**config.mk**
```make
export PLATFORM = sky130hd
export DESIGN_NAME = prog_uart_loader
export DESIGN_NICKNAME = d
export VERILOG_FILES = /design/src/rtl/prog_uart_loader.sv
export SDC_FILE = /design/constraint.sdc
export NUM_CORES = 1
export LEC_CHECK = 0
export ABC_AREA = 1
export CAP_MARGIN = 40
export CORE_MARGIN = 10
export CORE_UTILIZATION = 40
export DETAILED_ROUTE_END_ITERATION = 12
export HOLD_SLACK_MARGIN = 0.05
export PLACE_DENSITY = 0.64
export SYNTH_ARGS = -nofsm -noshare
export SYNTH_HDL_FRONTEND = slang
export SYNTH_SLANG_ARGS = --single-unit
```
**constraint.sdc**
```tcl
create_clock -name clk_i -period 3.3 [get_ports clk_i]
set_input_delay 0.33 -clock clk_i [delete_from_list [all_inputs] [get_ports clk_i]]
set_output_delay 0.33 -clock clk_i [all_outputs]
set_load 0.1 [all_outputs]
```
**src/rtl/prog_uart_loader.sv**
```systemverilog
// UART program loader: receives 8N1 bytes, packs them MSB-first into 32-bit
// words and streams them into instruction memory until an end marker or full.
module prog_uart_loader #(
    parameter int          CLKS_PER_BIT = 87,
    parameter int          ADDR_W       = 14,
    parameter logic [31:0] END_WORD     = 32'h00000FFF
) (
    input  logic              clk_i,
    input  logic              rst_ni,
    input  logic              en_i,
    input  logic              rx_i,
    output logic              ready_o,
    output logic              we_o,
    output logic [ADDR_W-1:0] addr_o,
    output logic [31:0]       wdata_o,
    output logic              done_o,
    output logic              frame_err_o,
    output logic              ovf_o
);

    localparam int              CW        = $clog2(CLKS_PER_BIT + 1);
    localparam logic [CW-1:0]   HALF_BIT  = CW'(CLKS_PER_BIT / 2);
    localparam logic [CW-1:0]   LAST_TICK = CW'(CLKS_PER_BIT - 1);
    localparam logic [ADDR_W-1:0] ADDR_MAX = '1;

    typedef enum logic [2:0] {IDLE, START, DATA, STOP, WAIT_HI} rx_state_t;
    typedef enum logic [1:0] {L_IDLE, L_RECV, L_DONE} ld_state_t;

    logic [1:0]        sync_reg;
    logic              rx_s;
    rx_state_t         rx_state_reg;
    logic [CW-1:0]     tick_reg;
    logic [2:0]        bit_idx_reg;
    logic [7:0]        rx_byte_reg;
    logic              byte_valid_reg;
    logic              byte_err_reg;

    ld_state_t         ld_state_reg;
    logic [1:0]        byte_cnt_reg;
    logic [ADDR_W-1:0] addr_cnt_reg;
    logic [31:0]       word_reg;
    logic              word_pend_reg;

    assign rx_s = sync_reg[1];

    always_ff @(posedge clk_i or negedge rst_ni) begin
        if (!rst_ni) begin
            sync_reg <= 2'b11;
        end else begin
            sync_reg <= {sync_reg[0], rx_i};
        end
    end

    always_ff @(posedge clk_i or negedge rst_ni) begin
        if (!rst_ni) begin
            rx_state_reg   <= IDLE;
            tick_reg       <= '0;
            bit_idx_reg    <= '0;
            rx_byte_reg    <= '0;
            byte_valid_reg <= 1'b0;
            byte_err_reg   <= 1'b0;
        end else begin
            byte_valid_reg <= 1'b0;
            byte_err_reg   <= 1'b0;
            if (!ready_o) begin
                rx_state_reg <= IDLE;
                tick_reg     <= '0;
            end else begin
                case (rx_state_reg)
                    IDLE: begin
                        tick_reg <= '0;
                        if (!rx_s) rx_state_reg <= START;
                    end
                    START: begin
                        // Mid-bit check rejects short low glitches.
                        if (tick_reg == HALF_BIT) begin
                            tick_reg     <= '0;
                            bit_idx_reg  <= '0;
                            rx_state_reg <= rx_s ? IDLE : DATA;
                        end else begin
                            tick_reg <= tick_reg + CW'(1);
                        end
                    end
                    DATA: begin
                        if (tick_reg == LAST_TICK) begin
                            tick_reg    <= '0;
                            rx_byte_reg <= {rx_s, rx_byte_reg[7:1]};
                            bit_idx_reg <= bit_idx_reg + 3'd1;
                            if (bit_idx_reg == 3'd7) rx_state_reg <= STOP;
                        end else begin
                            tick_reg <= tick_reg + CW'(1);
                        end
                    end
                    STOP: begin
                        if (tick_reg == LAST_TICK) begin
                            tick_reg <= '0;
                            if (rx_s) begin
                                byte_valid_reg <= 1'b1;
                                rx_state_reg   <= IDLE;
                            end else begin
                                byte_err_reg   <= 1'b1;
                                rx_state_reg   <= WAIT_HI;
                            end
                        end else begin
                            tick_reg <= tick_reg + CW'(1);
                        end
                    end
                    WAIT_HI: begin
                        if (rx_s) rx_state_reg <= IDLE;
                    end
                    default: rx_state_reg <= IDLE;
                endcase
            end
        end
    end

    always_ff @(posedge clk_i or negedge rst_ni) begin
        if (!rst_ni) begin
            ld_state_reg  <= L_IDLE;
            ready_o       <= 1'b0;
            we_o          <= 1'b0;
            addr_o        <= '0;
            wdata_o       <= '0;
            done_o        <= 1'b0;
            frame_err_o   <= 1'b0;
            ovf_o         <= 1'b0;
            byte_cnt_reg  <= '0;
            addr_cnt_reg  <= '0;
            word_reg      <= '0;
            word_pend_reg <= 1'b0;
        end else begin
            we_o          <= 1'b0;
            word_pend_reg <= 1'b0;
            if (!en_i) begin
                ld_state_reg <= L_IDLE;
                ready_o      <= 1'b0;
                done_o       <= 1'b0;
                frame_err_o  <= 1'b0;
                ovf_o        <= 1'b0;
                byte_cnt_reg <= '0;
                addr_cnt_reg <= '0;
            end else begin
                case (ld_state_reg)
                    L_IDLE: begin
                        if (!done_o) begin
                            ld_state_reg <= L_RECV;
                            ready_o      <= 1'b1;
                        end
                    end
                    L_RECV: begin
                        if (byte_err_reg) frame_err_o <= 1'b1;
                        if (byte_valid_reg) begin
                            word_reg      <= {word_reg[23:0], rx_byte_reg};
                            byte_cnt_reg  <= byte_cnt_reg + 2'd1;
                            word_pend_reg <= (byte_cnt_reg == 2'd3);
                        end
                        // A completed word is committed one cycle after its last byte.
                        if (word_pend_reg) begin
                            if (word_reg == END_WORD) begin
                                done_o       <= 1'b1;
                                ready_o      <= 1'b0;
                                ld_state_reg <= L_DONE;
                            end else begin
                                we_o    <= 1'b1;
                                wdata_o <= word_reg;
                                addr_o  <= addr_cnt_reg;
                                if (addr_cnt_reg == ADDR_MAX) begin
                                    ovf_o        <= 1'b1;
                                    done_o       <= 1'b1;
                                    ready_o      <= 1'b0;
                                    ld_state_reg <= L_DONE;
                                end else begin
                                    addr_cnt_reg <= addr_cnt_reg + ADDR_W'(1);
                                end
                            end
                        end
                    end
                    L_DONE: begin
                        ready_o <= 1'b0;
                    end
                    default: begin
                        ld_state_reg <= L_IDLE;
                        ready_o      <= 1'b0;
                    end
                endcase
            end
        end
    end

endmodule

```
==> reports/results.ini <==
[outcome]
status=complete, no violations

[cts]
clk_pin_slew_ns=0.05
htreeDepth=4
clock_sinks=127
cts.repair_timing.setup_buffer_count=0
cts_inserted_buffers=17
ctsHoldBuffers=1
post_cts_resize_count=0
clock_tree.root_cell=clkbuf_16
clockBufferDepth=2
insertion_delay_ns=0.42
tritoncts=done

[final_layout]
final_common_cell=nand2_1
fin_area_um2=7830
final_cell_mix=nand2_1, dfrtp_1, o21ai_0
final_cell_count_no_fill=969
drive_gt1_share_pct=15.6
fin_nets=786
area_delta_synth_final_pct=35.6
fin_util_pct=56.0
diodes=0

[worst_setup_path]
path_max_fanout=14
critPathRequiredTime_ns=3.61
critPathMostFrequentCell=nand2_1
critPathArrivalTime_ns=2.22
crit_chain=ha_1 > nand2_1 > nor2_2 > nand2_2 > nor2_4 > inv_2 > nand3_4 > nand2_4 > nand2_1 > o21ai_2
path_depth=10
cp-start-kind=register
critical_path.max_stage_delay_ns=0.46
reg2reg_to=addr_cnt_reg[3]$_DFFE_PN0P_
path_buf_inv=1
endpoint=addr_cnt_reg[3]$_DFFE_PN0P_
endpoint_kind=register
r2r_cells=10
slowest_stage=dfrtp_1
cp_top_family=simple AND/OR/NAND/NOR gates
ff2ff_setup_slack_ns=1.39
crit_start=addr_cnt_reg[0]$_DFFE_PN0P_
r2r_start=addr_cnt_reg[0]$_DFFE_PN0P_
worstSetupPathType=register to register

[synth]
synthCells=675
seq_area_frac_synth_pct=55.1
synth_area_leaders=dfrtp_1, nand2_1, o21ai_0
syn_nets=685
yosysTopAreaCellShare_pct=54.2
yosys_warnings=0
synth_edf_count=0
syn-cell-area_um2=5770
yosysUniqueCellTypes=32
yosysTopAreaCell=dfrtp_1
synth-seq-cells=127
synth-async-reset-ratio_pct=100
syn_avg_cell_area_um2=8.55
ys.flop_type=dfrtp_1

[floorplan]
dieArea_um2=19600
initial_core_util_pct=41.3
io-pin-count=55
core_um2=14000
die-width_um=140
row_count=43
die_h_um=140

[power]
ir_drop_mv=0.332
p_leak_nw=3.79
p_per_area_nw_per_um2=474
power_w=0.00371

[route]
drc=0
wl_per_cell_um=13.2
vias=4733
via_per_inst=4.88
drt_iter0_markers=360
wl_mm=12.8
firstDrtPassIters=7
ant_nets=0

[worst_hold_path]
hp-class=input port to register

[timing]
final-max-slew-violation-count=0
tightestPinTransition_ns=0.697
fmax_mhz=523
relSlewSlack_pct=53.5
fin_crit_ns=1.91
setup_viol=0
hold_violations=0
tns_ns=0
clock_skew_ns=0.00625
period_share_pct=57.9
rsz0062_at_grt=no

[placement]
placed_cells=936
gp_congestion=0.867
port-buffer-count=54
placed_area_um2=7210
dp_hpwl_mm=8.85

[global_routing]
gr-usage-all-layers_pct=13.7
grt_pass1_vias=4785
gr-total-overflow=0
grt_max_degree=78
antenna_found_initial=0
grt_pass1_wl_mm=22.5

[flow_run]
cap_violations=0

-- worst min-delay path by stage --
stage                          start                          end  slack, ns  cells after the start
2_1_floorplan                 rst_ni  addr_cnt_reg[0]$_DFFE_PN0P_       0.03                      0
3_3_place_gp   sync_reg[0]$_DFF_PN1_        sync_reg[1]$_DFF_PN1_       0.35                      0
3_5_place_dp   sync_reg[0]$_DFF_PN1_        sync_reg[1]$_DFF_PN1_       0.35                      0
4_1_cts                         rx_i        sync_reg[0]$_DFF_PN1_       0.30                      1
6_report                        rx_i        sync_reg[0]$_DFF_PN1_       0.32                      1
5_1_grt                         rx_i        sync_reg[0]$_DFF_PN1_       0.32                      1
-- final cells by class --
| type | instances | area, µm² |
|---|---|---|
| inverters | 58 | 218 |
| repair buffers | 111 | 1400 |
| well taps | 180 | 225 |
| flip-flops and latches | 127 | 3180 |
| multi-input cells | 461 | 2190 |
| clock buffers | 23 | 478 |
| fillers | 1236 | 6160 |
| clock inverters | 9 | 133 |
-- synthesized netlist by cell type (all sizes together), types with 2 or more instances --
cell / instances
inv: 58
nand3: 40
nor3: 8
a21oi: 15
ha: 6
o21ai: 88
dfrtp: 125
nand4: 6
xor2: 10
nand2: 218
xnor2: 2
mux2: 3
dfstp: 2
clkbuf: 13
buf: 16
or2: 2
nor2: 57
and3: 2
-- per-layer routing --
metal  up-vias  global-route usage (%)  share of wire [%]
li1       2354                       -                  -
met1      2249                    16.1                 45
met2       110                    22.3                 49
met3        20                    4.60                4.9
met4         0                    5.65                1.5
met5         -                       0                  0
-- cell families (layout without fill, tap and decap cells) --
family,after synthesis,after routing,synth area share [%]
simple gates,334,334,24.3
flops,127,127,55.1
compound gates,106,106,9.88
buf+inv,87,201,7.00
xor+xnor,12,12,1.82
fa+ha+maj,6,6,1.30
mux,3,3,0.585
-- per-stage QoR --
step	setup WS (ns)	hold slack, ns
floorplan	1.40	0.0344
global placement	1.20	0.347
detailed placement	1.13	0.349
CTS	1.36	0.300
global route	1.16	0.318
finish	1.39	0.316
-- power by group --
group | switching [W] | internal, W
Combinational | 0.000148 | 0.0000461
Clock | 0.000672 | 0.00125
Sequential | 0.0000227 | 0.00158
Note: power is estimated with default switching activity, not from simulation.
